`src/rtl/bcd_line_encoder.sv`:
```
// Ten-line active-low keypad encoder: synchronize, debounce, encode single presses to BCD, queue in a FIFO.
// Optional macro BCD_ENC_PARITY_EN adds a stored odd-parity bit and the code_par output.
module bcd_line_encoder #(
    parameter int unsigned DEPTH         = 4,
    parameter int unsigned STABLE_CYCLES = 2
) (
    input  logic       clk,
    input  logic       rst,
    input  logic [9:0] line_n,
    output logic [3:0] code,
    output logic       code_valid,
    input  logic       code_ready,
    output logic       err,
    output logic       overflow
`ifdef BCD_ENC_PARITY_EN
    ,
    output logic       code_par
`endif
);

    localparam int unsigned AW = $clog2(DEPTH);
    localparam int unsigned PW = AW + 1;
    localparam int unsigned CW = 4;
    localparam int unsigned RW = 5;
`ifdef BCD_ENC_PARITY_EN
    localparam int unsigned EW = 5;
    localparam logic [EW-1:0] RESET_ENTRY = 5'b1_0000;
`else
    localparam int unsigned EW = 4;
    localparam logic [EW-1:0] RESET_ENTRY = 4'b0000;
`endif

    typedef enum logic {
        IDLE,
        PRESSED
    } state_t;

    logic [9:0]    sync1;
    logic [9:0]    s;
    logic [9:0]    s_prev;
    logic [CW-1:0] cnt;
    logic [CW-1:0] cnt_next;
    logic [RW-1:0] run;
    logic          accept_c;

    logic [3:0]    zeros;
    logic [3:0]    key;

    state_t        state;
    state_t        state_next;
    logic          push_req;
    logic          err_set;

    logic [EW-1:0] mem [DEPTH];
    logic [PW-1:0] wptr;
    logic [PW-1:0] rptr;
    logic [PW-1:0] wptr_next;
    logic [PW-1:0] rptr_next;
    logic          full;
    logic          empty;
    logic          pop;
    logic          wr;
    logic          ovf_set;
    logic [EW-1:0] wdata;
    logic [EW-1:0] head_next;
    logic [AW-1:0] ridx_next;

    // Two-flop synchronizer plus one-cycle history for change detection
    always_ff @(posedge clk or posedge rst) begin
        if (rst) begin
            sync1  <= '1;
            s      <= '1;
            s_prev <= '1;
            cnt    <= '0;
        end else begin
            sync1  <= line_n;
            s      <= sync1;
            s_prev <= s;
            cnt    <= cnt_next;
        end
    end

    // Run length of the current pattern, including this cycle; saturates so acceptance fires once
    always_comb begin
        run      = (s != s_prev) ? RW'(1) : (RW'(cnt) + RW'(1));
        accept_c = (run == RW'(STABLE_CYCLES));
        cnt_next = (run > RW'(STABLE_CYCLES)) ? CW'(STABLE_CYCLES) : run[CW-1:0];
    end

    always_comb begin
        zeros = '0;
        key   = '0;
        for (int k = 0; k < 10; k++) begin
            if (!s[k]) begin
                zeros = zeros + 4'd1;
                key   = 4'(k);
            end
        end
    end

    always_ff @(posedge clk or posedge rst) begin
        if (rst) begin
            state <= IDLE;
        end else begin
            state <= state_next;
        end
    end

    always_comb begin
        state_next = state;
        push_req   = 1'b0;
        err_set    = 1'b0;
        case (state)
            IDLE: begin
                if (accept_c && zeros == 4'd1) begin
                    push_req   = 1'b1;
                    state_next = PRESSED;
                end else if (accept_c && zeros > 4'd1) begin
                    err_set    = 1'b1;
                    state_next = PRESSED;
                end
            end
            PRESSED: begin
                if (accept_c && zeros == 4'd0) begin
                    state_next = IDLE;
                end
            end
            default: state_next = IDLE;
        endcase
    end

    // FIFO control; a pop on a full FIFO frees room for a same-edge push
    always_comb begin
        empty     = (wptr == rptr);
        full      = (wptr[AW-1:0] == rptr[AW-1:0]) && (wptr[AW] != rptr[AW]);
        pop       = !empty && code_ready;
        wr        = push_req && (!full || pop);
        ovf_set   = push_req && full && !pop;
`ifdef BCD_ENC_PARITY_EN
        wdata     = {~^key, key};
`else
        wdata     = key;
`endif
        wptr_next = wptr + PW'(wr);
        rptr_next = rptr + PW'(pop);
        ridx_next = rptr_next[AW-1:0];
        head_next = (wr && wptr[AW-1:0] == ridx_next) ? wdata : mem[ridx_next];
    end

    always_ff @(posedge clk or posedge rst) begin
        if (rst) begin
            for (int i = 0; i < int'(DEPTH); i++) begin
                mem[i] <= RESET_ENTRY;
            end
        end else if (wr) begin
            mem[wptr[AW-1:0]] <= wdata;
        end
    end

    // Outputs are registered from the post-edge FIFO state
    always_ff @(posedge clk or posedge rst) begin
        if (rst) begin
            wptr       <= '0;
            rptr       <= '0;
            code       <= '0;
            code_valid <= 1'b0;
            err        <= 1'b0;
            overflow   <= 1'b0;
`ifdef BCD_ENC_PARITY_EN
            code_par   <= 1'b1;
`endif
        end else begin
            wptr       <= wptr_next;
            rptr       <= rptr_next;
            code       <= head_next[3:0];
            code_valid <= (wptr_next != rptr_next);
            err        <= err_set;
            overflow   <= overflow | ovf_set;
`ifdef BCD_ENC_PARITY_EN
            code_par   <= head_next[4];
`endif
        end
    end

endmodule

```
`config.mk`:
```
export PLATFORM = sky130hd
export DESIGN_NAME = bcd_line_encoder
export DESIGN_NICKNAME = d
export VERILOG_FILES = /design/src/rtl/bcd_line_encoder.sv
export SDC_FILE = /design/constraint.sdc
export NUM_CORES = 1
export LEC_CHECK = 0
export CAP_MARGIN = 20
export CORE_AREA = 2 2 95 97
export CTS_CLUSTER_DIAMETER = 120
export DETAILED_ROUTE_END_ITERATION = 8
export DIE_AREA = 0 0 97 99
export GPL_ROUTABILITY_DRIVEN = 0
export REMOVE_ABC_BUFFERS = 1
export SETUP_SLACK_MARGIN = 0.5
export SYNTH_ARGS = -nofsm -noshare
export SYNTH_HDL_FRONTEND = slang
export SYNTH_SLANG_ARGS = --single-unit
```
`constraint.sdc`:
```
create_clock -name clk -period 9.7 [get_ports clk]
set_clock_uncertainty 0.05 [all_clocks]
set_input_delay 1.455 -clock clk [delete_from_list [all_inputs] [get_ports clk]]
set_output_delay 1.455 -clock clk [all_outputs]
set_load 0.03 [all_outputs]
```
After elaboration in Yosys (flattened, before gate mapping) --
Cells that the tools add are included.
Word-level totals: register bits after elaboration 64, input port bits 13, output and inout bits 7
Cells by class: add/subtract/negate cells 12, magnitude comparators 5, equality and inequality tests 8, multiplexer cells 36, bitwise operators 4, reduce and logical (&&, ||, !) cells 15
Operators with widths (number):
- $mux 4 | 22
- $add 4x1->4 const B | 9
- $bwmux 16 | 1
- $logic_and 1x1->1 | 10
- $ne 10x10->1 | 1
- $mux 1 | 9
- $bmux 4 s2 | 1
- $demux 4 s2 | 1
- $add 3x1->3 | 2
- $ge 3x3->1 const B | 2
- $not 2->3 | 2
- $add 4x1->5 const B | 1
- $eq 5x2->1 const B | 1
- $gt 5x2->1 const B | 1
- $mux 5 | 1
- $eq 2x2->1 | 2
- $eq 4x1->1 const B | 1
- $gt 4x1->1 const B | 1
- $logic_not 4->1 | 1
- $eq 3x3->1 | 1
- $logic_not 1->1 | 3
- $lt 3x1->1 const B | 1
- $ne 3x3->1 | 1
- $pmux 1 s2 | 1
- other kinds (4) | 4

Depth between registers and ports, before layout --
Gate-level depths: netlist of the first run.
depth after elaboration 26, depth in mapped cells 35, mapped depth without buffers 35

Least setup slack after synthesis of the first run --
No wires, ideal clock.
path kind flip-flop to flip-flop, start register s[0], end register code_valid, arrival 6.454 ns, setup slack 3.064 ns, stages on the path, launching flop included 35, path buffers 0, period minus slack after synthesis 6.636 ns, path through dfstp_2 > inv_1 > ha_1 > xnor2_1 > ha_1 > nor2_1 > a31o_2 > inv_1 > ha_1 > mux2_2 > ha_1 > nand2b_1 > nand2_1 > a21oi_1 > inv_1 > ha_1 > nand2b_1 > o21ai_0 > ha_1 > nor2_1 > a21oi_1 > nor3_1 > inv_1 > ha_1 > nand2_1 > o21ai_0 > ha_1 > xnor3_1 > o32ai_2 > and3_1 > ha_1 > ha_1 > xor2_1 > xor2_1 > or3_1
On the way: word-level cells in the longest chain between the ends 26, elaborated cells between the ends (all ways) 29, classes of those cells add/sub: 10; eq/ne: 4; mux: 13; reduce/logical: 2
RTL lines:
- start, declared | RTL line 39 | logic [9:0] s;
- start signal, assigned | RTL line 77 | s <= sync1;
- $mux 1 | RTL line 94 | if (!s[k]) begin
- $add 4x1->4 | RTL line 95 | zeros = zeros + 4'd1;
- $mux 4 | RTL line 94
- $add 4x1->4 | RTL line 95
- $mux 4 | RTL line 94
- $add 4x1->4 | RTL line 95
- $mux 4 | RTL line 94
- $add 4x1->4 | RTL line 95
- [... 11 more ...]
- $eq 4x1->1 | RTL line 115 | if (accept_c && zeros == 4'd1) begin
- $logic_and 1x1->1 (*) | RTL line 115
- $mux 1 (*) | RTL line 115
- $mux 1 (*) | RTL line 113 | case (state)
- $logic_and 1x1->1 (*) | RTL line 137 | wr = push_req && (!full || pop);
- $add 3x1->3 (*) | RTL line 144 | wptr_next = wptr + PW'(wr);
- via wptr_next[2] | RTL line 57 | logic [PW-1:0] wptr_next;
- $ne 3x3->1 (*) | RTL line 176 | code_valid <= (wptr_next != rptr_next);
- end signal, assigned | RTL line 176
- end, declared | RTL line 11 | output logic code_valid,
Mark *: on every way through the listed nets, which the timed path passes. The rest lies on a longest branch. A chain may end at the register's enable or synchronous reset.

Worst setup path in the final report of the first run --
Ends and elaborated chain as after synthesis.

==> results.json, run 1 <==
{
  "powerDensity_nw_per_um2": 194.8,
  "ys.warnings.count": 0,
  "fmax_ghz": 0.1383,
  "coreArea_sq_um": 8551,
  "report.final.setup_viol": 0,
  "grt_max_degree": 65,
  "cpMostUsedCell": "ha_1",
  "end_kind": "flop",
  "initial_utilization": 0.3920,
  "cts_tree": "done",
  "power_leakage_uw": 0.001684,
  "dr.first_iter.drc_count": 94,
  "drc_errors": 0,
  "drive_gt1_frac": 0.3003,
  "die_w_um": 97,
  "grt_overflow_total": 0,
  "vias_per_cell": 4.955,
  "num_io_pins": 20,
  "clock_sinks": 64,
  "cts.clk_slew.worst_paths_ns": 0.07,
  "worstMarginPinSlew_ns": 0.7687,
  "drtAntennaViolNets": 0,
  "die_y_um": 99,
  "path_max_fanout": 5,
  "cp.arrival_ns": 7.40,
  "synth_compound_area_frac": 0.06458,
  "synth.distinct_cells": 56,
  "critical_path.max_stage_delay_ns": 0.57,
  "fin_crit_ns": 7.230,
  "async_flop_share": 1.000,
  "post_synth_xor_area_fraction": 0.1404,
  "ys_seq_area_frac": 0.4890,
  "cts-buffers-inserted": 9,
  "synthSimpleGateAreaFrac": 0.1258,
  "area_growth_pct": 13.96,
  "ys.flop_type": "dfrtp_1",
  "maxCapViolations": 0,
  "cts_max_path_buffers": 2,
  "synthMuxAreaShare": 0.09742,
  "rsz0062_at_grt": "false",
  "wl_per_cell_um": 13.42,
  "htreeDepth": 3,
  "status": "completed",
  "netlist_instances": 267,
  "dp.final_hpwl_um": 3883,
  "grt_pass1_wl_um": 9356,
  "io_buffers": 19,
  "synth_top_family_by_area": "XOR/XNOR gates",
  "placed_area_sq_um": 3638,
  "cts-resized-gates": 0,
  "period_share": 0.7454,
  "grt_pass1_vias": 1963,
  "diodes": 0,
  "clock-root-buffer": "clkbuf_8",
  "min_path_type": "reg -> reg",
  "start_kind": "flop",
  "insertion_delay_ns": 0.34,
  "syn_area_sq_um": 3352,
  "hold_violations": 0,
  "vias": 1987,
  "synth-seq-cells": 64,
  "cts_hold_buffers": 0,
  "dieArea_sq_um": 9603,
  "rows": 34,
  "synth.avg_cell_area_sq_um": 12.55,
  "first_pass_iters": 4,
  "required_ns": 9.87,
  "cp_slowest_cell": "dfstp_2",
  "antenna_found_initial": 0,
  "slew_headroom": 0.4876,
  "ir_worst_vdd_uv": 71.92,
  "synthAdderAreaFrac": 0.05226,
  "post_cts_buffers": 0,
  "maxSlewViolCount": 0,
  "tns_ns": 0,
  "hold_ws_ns": 0.3061,
  "design_area_sq_um": 3820,
  "gr-usage-all-layers": 0.1248,
  "final_nets": 315,
  "worstSetupPathType": "reg -> reg",
  "synth_edf_count": 0,
  "wirelength_um": 5383
}
==> kinds of logic after synthesis <==
group           after synthesis
mux                          25
simple gates                 68
other cells                   1
flops                        64
compound gates               29
fa+ha+maj                    14
buf+inv                      24
xor+xnor                     42
==> metal layers <==
metal / GRT usage / vias to the layer above / routed length, um
li1: - / 969 / -
met4: 0.05525 / 0 / 97
met3: 0.03404 / 8 / 188
met1: 0.1623 / 980 / 2615
met5: 0 / - / 0
met2: 0.1966 / 30 / 2482
==> flip-flops by register name (all words and copies together), names as in the netlist, 3 cells and up <==
name	cells
s	10
s_prev	10
code	4
rptr	3
sync1	10
mem	16
cnt	4
wptr	3
==> synth_stat cells (2+ instances only) <==
| cell | number | area share |
|---|---|---|
| dfrtp_1 | 34 | 0.25 |
| dfstp_2 | 30 | 0.24 |
| xnor2_1 | 24 | 0.063 |
| mux2_2 | 21 | 0.071 |
| nand2_1 | 17 | 0.019 |
| ha_1 | 14 | 0.052 |
| inv_1 | 13 | 0.015 |
| nor2_1 | 11 | 0.012 |
| xor2_1 | 10 | 0.026 |
| a21oi_1 | 6 | 0.0090 |
| clkbuf_1 | 6 | 0.0067 |
| nor3_1 | 6 | 0.0090 |
| nand2b_1 | 5 | 0.0093 |
| nor2b_1 | 5 | 0.0093 |
| mux4_2 | 4 | 0.027 |
| nand3b_1 | 4 | 0.0090 |
| o21ai_0 | 4 | 0.0060 |
| buf_2 | 3 | 0.0045 |
| nand4_1 | 3 | 0.0056 |
| xnor3_2 | 3 | 0.021 |
| and2_1 | 2 | 0.0037 |
| nor3_2 | 2 | 0.0060 |
| nor4_1 | 2 | 0.0037 |
| nor4_4 | 2 | 0.013 |
| o211ai_1 | 2 | 0.0045 |
| o22ai_1 | 2 | 0.0037 |
| or3_1 | 2 | 0.0037 |
| xnor3_1 | 2 | 0.013 |
==> worst max-delay path: cells and delay by family, from the launching register on <==
kind	cells	cell delay, ns
mux	1	0.27
fa+ha+maj	10	2.52
compound gates	6	0.88
xor+xnor	4	0.81
simple gates	9	1.75
buf+inv	4	0.29
flops	1	0.57
==> cell type report <==
class	count	area, sq um
Multi-Input combinational cell	180	1618
Clock inverter	5	28.78
Clock buffer	11	152.6
Timing Repair Buffer	20	197.7
Inverter	13	48.80
Sequential cell	64	1639
Tap cell	108	135.1
Fill cell	802	4731
==> worst paths after layout <==
| kind | start | to | slack (ns) | cells after the start |
|---|---|---|---|---|
| min reg2reg | sync1[9] | s[9] | 0.31 | 0 |
| max reg2reg | s[0] | code_valid | 2.47 | 34 |
| max in group asynchronous | rst | cnt[1] | 7.48 | 3 |
| min | sync1[9] | s[9] | 0.31 | 0 |
| min in group asynchronous | rst | mem[6] | 1.61 | 3 |
| max | s[0] | code_valid | 2.47 | 34 |
==> placed cells by master, fill, tap and decap left out, drive strengths merged, types with 5 or more instances in the layout <==
master,n
nand2b,5
nor2b,5
xor2,11
nor2,11
xnor2,25
nor3,8
inv,14
clkdlybuf4s50,19
dfstp,30
clkbuf,11
nand2,17
dfrtp,34
mux2,21
xnor3,5
ha,14
a21oi,7
==> power by group <==
group	switching, uW	internal (uW)
registers	13.6	287
logic	123	114
clock network	98.8	107
total	236	509
==> per-stage QoR <==
stage               instances  setup WS (ns)  power (uW)    util
floorplan                 257          3.072       500.1       -
global route              401          1.902       798.3  0.4467
detailed placement        385          2.470       547.0  0.4255
global placement          385          2.663       542.7  0.4255
CTS                       401          2.447       757.8  0.4467
finish                    401          2.470       744.1  0.4467
No activity file was read; power rests on OpenSTA's default activity.
==> inputs of run 2 (changes only) <==
==> constraint.sdc (replaced) <==
create_clock -name clk -period 6.2 [get_ports clk]
set_clock_uncertainty 0.05 [all_clocks]
set_input_delay 0.93 -clock clk [delete_from_list [all_inputs] [get_ports clk]]
set_output_delay 0.93 -clock clk [all_outputs]
set_load 0.03 [all_outputs]
==> results.json, run 2 (synthesis gave the netlist of run 1 again) <==
{
  "grt_overflow_total": 0,
  "die_w_um": 97,
  "grt_pass1_wl_um": 10580,
  "cts-buffers-inserted": 9,
  "wirelength_um": 6303,
  "insertion_delay_ns": 0.34,
  "required_ns": 6.37,
  "drc_errors": 0,
  "drtAntennaViolNets": 0,
  "first_pass_iters": 6,
  "clock_sinks": 64,
  "diodes": 0,
  "report.final.setup_viol": 0,
  "drive_gt1_frac": 0.4775,
  "hold_violations": 0,
  "hold_ws_ns": 0.3061,
  "num_io_pins": 20,
  "fin_crit_ns": 6.195,
  "initial_utilization": 0.3920,
  "dieArea_sq_um": 9603,
  "ir_worst_vdd_uv": 155.8,
  "end_kind": "flop",
  "maxCapViolations": 0,
  "dp.final_hpwl_um": 4132,
  "vias_per_cell": 4.866,
  "worstSetupPathType": "reg -> reg",
  "intPower_uw": 934.0,
  "cts.clk_slew.worst_paths_ns": 0.07,
  "min_path_type": "reg -> reg",
  "combinationalPowerShare": 0.411,
  "fmax_ghz": 0.1614,
  "die_y_um": 99,
  "layout_common_cells": "buf_4 (35), dfrtp_1 (34), dfstp_2 (30), xnor2_1 (22), mux2_4 (21)",
  "grt_max_degree": 65,
  "final_nets": 355,
  "clock-root-buffer": "clkbuf_8",
  "switching_share": 0.3207,
  "rsz0062_at_grt": "true",
  "cts_max_path_buffers": 2,
  "cts_tree": "done",
  "rows": 34,
  "gr-usage-all-layers": 0.1413,
  "critical_path.max_stage_delay_ns": 0.55,
  "antenna_found_initial": 0,
  "grt_pass1_vias": 2170,
  "period_share": 0.9992,
  "coreArea_sq_um": 8551,
  "slew_headroom": 0.4869,
  "cp_slowest_cell": "dfstp_2",
  "path_max_fanout": 3,
  "maxSlewViolCount": 0,
  "power_leakage_uw": 0.001927,
  "cpMostUsedCell": "ha_4",
  "vias": 2146,
  "area_growth_pct": 33.11,
  "top_register": "mem",
  "power_frac_clock": 0.247,
  "largest_reg_flops": 16,
  "io_buffers": 19,
  "worstMarginPinSlew_ns": 0.7697,
  "powerDensity_nw_per_um2": 308.2,
  "wl_per_cell_um": 14.29,
  "start_kind": "flop",
  "status": "completed",
  "final_common_cell": "buf_4",
  "pwr-share-seq": 0.342,
  "finalCoreUtilization": 0.5218,
  "cp.arrival_ns": 6.36,
  "htreeDepth": 3,
  "dr.first_iter.drc_count": 81,
  "power.switching_uw": 441.0
}
==> run 2: power by group through the flow <==
stage	registers, uW	clock network (uW)	logic [uW]
finish	470	340	566
CTS	469	351	516
global route	473	377	619
global placement	475	0	443
floorplan	476	0	306
detailed placement	476	0	450
==> run 2: stage by stage <==
step | cells | setup WS [ns] | TNS [ns] | cell area, sq um | power [uW]
after floorplan | 257 | -0.4281 | -3.641 | 3306 | 782.5
after global placement | 417 | -0.2992 | -3.108 | 3879 | 917.8
after detailed placement | 417 | -0.4325 | -5.453 | 3879 | 926.0
after CTS | 439 | 0.01682 | 0 | 4304 | 1336
after global routing | 441 | -0.2945 | -3.699 | 4462 | 1469
final | 441 | 0.004748 | 0 | 4462 | 1375
==> run 2: path summary, 6_finish.rpt <==
kind,startpoint,cells after the start,end,slack [ns]
worst min register to register,sync1[5],0,s[5],0.31
worst min-delay path,sync1[5],0,s[5],0.31
max in group asynchronous,rst,3,cnt[1],4.51
worst max-delay path,s[0],35,code_valid,0.005
worst max register to register,s[0],35,code_valid,0.005
min in group asynchronous,rst,3,mem[14],1.08
==> run 2: area by class of cell <==
cell class,count,area [sq um]
clock buffer,10,127.6
clock inverter,6,60.06
fill,734,4089
inverter,13,51.30
multi-input combinational,180,1928
sequential,64,1639
tap,108,135.1
timing repair buffer,60,520.5
==> run 2: repair_timing <==
| action | CTS | global route |
|---|---|---|
| resized for setup | 42 | 29 |
| pin swaps | 12 | 14 |
| hold buffers | 0 | 0 |
| setup endpoints to repair | 27 | 27 |
| buffers inserted | 6 | 2 |
==> run 2: worst max-delay path: cells and delay by family (launching register included) <==
kind            cells  cell delay [ns]
compound gates      6             0.78
xor+xnor            4             0.76
fa+ha+maj          10             2.14
buf+inv             5             0.36
flops               1             0.55
mux                 1             0.28
simple gates        9             1.16
==> run 2: routing by layer <==
| layer | vias to the layer above | share of wire | track usage |
|---|---|---|---|
| li1 | 1055 | - | - |
| met1 | 1043 | 0.46 | 0.1888 |
| met2 | 36 | 0.49 | 0.2147 |
| met3 | 12 | 0.028 | 0.03759 |
| met4 | 0 | 0.021 | 0.06826 |
| met5 | - | 0 | 0 |
==> inputs of run 3 (changes only) <==
--- a/config.mk
+++ b/config.mk
@@ -6,11 +6,14 @@
 export NUM_CORES = 1
 export LEC_CHECK = 0
 export CAP_MARGIN = 20
+export CELL_PAD_IN_SITES_DETAIL_PLACEMENT = 0
+export CELL_PAD_IN_SITES_GLOBAL_PLACEMENT = 1
 export CORE_AREA = 2 2 95 97
 export CTS_CLUSTER_DIAMETER = 120
 export DETAILED_ROUTE_END_ITERATION = 8
 export DIE_AREA = 0 0 97 99
 export GPL_ROUTABILITY_DRIVEN = 0
+export PLACE_DENSITY_LB_ADDON = 0.1
 export REMOVE_ABC_BUFFERS = 1
 export SETUP_SLACK_MARGIN = 0.5
 export SYNTH_ARGS = -nofsm -noshare
==> results.json, run 3 (synthesis gave the netlist of run 1 again) <==
{
  "status": "completed",
  "drtAntennaViolNets": 0,
  "required_ns": 6.36,
  "start_kind": "flop",
  "min_path_type": "reg -> reg",
  "grt_pass1_vias": 2229,
  "die_w_um": 97,
  "io_buffers": 19,
  "cts.clk_slew.worst_paths_ns": 0.07,
  "top_register": "mem",
  "powerDensity_nw_per_um2": 304.3,
  "clock_sinks": 64,
  "rsz0062_at_grt": "true",
  "drive_gt1_frac": 0.4814,
  "dp.final_hpwl_um": 4544,
  "diodes": 0,
  "antenna_found_initial": 0,
  "hold_violations": 0,
  "hold_ws_ns": 0.3021,
  "insertion_delay_ns": 0.33,
  "coreArea_sq_um": 8551,
  "maxSlewViolCount": 0,
  "cts_max_path_buffers": 2,
  "ir_worst_vdd_uv": 201.2,
  "post-place-ws_ns": -0.5789,
  "wl_per_cell_um": 14.51,
  "maxCapViolations": 0,
  "rows": 34,
  "vias_per_cell": 4.845,
  "end_kind": "flop",
  "critical-path-top-delay-family": "adder cells",
  "first_pass_iters": 4,
  "dieArea_sq_um": 9603,
  "wirelength_um": 6630,
  "grt_overflow_total": 0,
  "final_nets": 372,
  "period_share": 0.9783,
  "num_io_pins": 20,
  "clock-root-buffer": "clkbuf_8",
  "drc_errors": 0,
  "die_y_um": 99,
  "worstSetupPathType": "reg -> reg",
  "dr.first_iter.drc_count": 152,
  "initial_utilization": 0.3920,
  "power_leakage_uw": 0.002014,
  "htreeDepth": 3,
  "grt_pass1_wl_um": 11180,
  "cpMostUsedCell": "ha_4",
  "setup_slack_ns": 0.1344,
  "cts_tree": "done",
  "cts-buffers-inserted": 9,
  "gr-usage-all-layers": 0.1487,
  "worstMarginPinSlew_ns": 0.7759,
  "cts_hold_buffers": 0,
  "grt_max_degree": 65,
  "fin_crit_ns": 6.066,
  "cp.arrival_ns": 6.23,
  "slew_headroom": 0.4828,
  "vias": 2214,
  "report.final.setup_viol": 0,
  "final_common_cell": "buf_4",
  "fmax_ghz": 0.1649,
  "largest_reg_flops": 16,
  "layout_common_cells": "buf_4 (46), dfrtp_1 (34), dfstp_2 (30), xnor2_1 (23), mux2_4 (21)",
  "path_max_fanout": 2,
  "critical_path.max_stage_delay_ns": 0.54,
  "area_growth_pct": 36.51,
  "worst-path-buf-inv": 4,
  "cp_slowest_cell": "dfstp_2"
}
-- run 3: repair_timing --
| item | in CTS | in global routing |
|---|---|---|
| endpoints found under the hold margin | 0 | 0 |
| endpoints found under the setup margin | 27 | 27 |
| pin swaps | 15 | 1 |
| cloned | 0 | 0 |
| resized for setup | 44 | 24 |
| buffers inserted | 16 | 6 |
-- run 3: cell type report --
class,instances,area (sq um)
Clock buffer,12,176.4
Clock inverter,3,22.52
Fill cell,703,3975
Inverter,13,48.80
Multi-Input combinational cell,180,1883
Sequential cell,64,1639
Tap cell,108,135.1
Timing Repair Buffer,77,670.6
-- run 3: worst reg2reg max path: cells and delay by family, from the launching register on --
family / cells / cell delay [ns]
AO/OA/AOI/OAI: 6 / 0.83
XOR/XNOR: 4 / 0.63
adder cells (fa/ha/maj): 10 / 2.21
buffers and inverters: 4 / 0.29
flip-flops: 1 / 0.54
multiplexers: 1 / 0.28
AND/OR/NAND/NOR: 9 / 1.12
-- run 3: routing by layer --
layer  vias up  GRT usage  part of all wire
li1       1093          -                 -
met5         -          0                 0
met1      1098     0.2102              0.49
met4         0    0.04875             0.011
met3         6    0.02837             0.019
met2        17     0.2324              0.48
-- run 3: final timing paths --
kind	start	to	slack (ns)	cells past startpoint
worst max-delay path	s[1]	code_valid	0.13	34
worst min-delay path	sync1[1]	s[1]	0.30	0
worst max register to register	s[1]	code_valid	0.13	34
worst min register to register	sync1[1]	s[1]	0.30	0
max in group asynchronous	rst	cnt[0]	4.50	3
min in group asynchronous	rst	code[2]	1.09	3
-- run 3: power breakdown --
group	leakage (uW)	internal, uW	switching, uW
logic	0.00114	314	266
clock network	0.000100	190	152
registers	0.000770	450	20.6
-- run 3: per-stage QoR --
step / power, uW / setup TNS [ns] / utilization / area, sq um / std cells
after floorplan: 782.5 / -3.641 / - / 3306 / 257
after global placement: 915.9 / -4.661 / 0.4562 / 3901 / 420
after detailed placement: 918.8 / -6.264 / 0.4562 / 3901 / 420
after CTS: 1351 / 0 / 0.5165 / 4417 / 451
after global routing: 1484 / -1.713 / 0.5351 / 4576 / 457
final: 1392 / 0 / 0.5351 / 4576 / 457
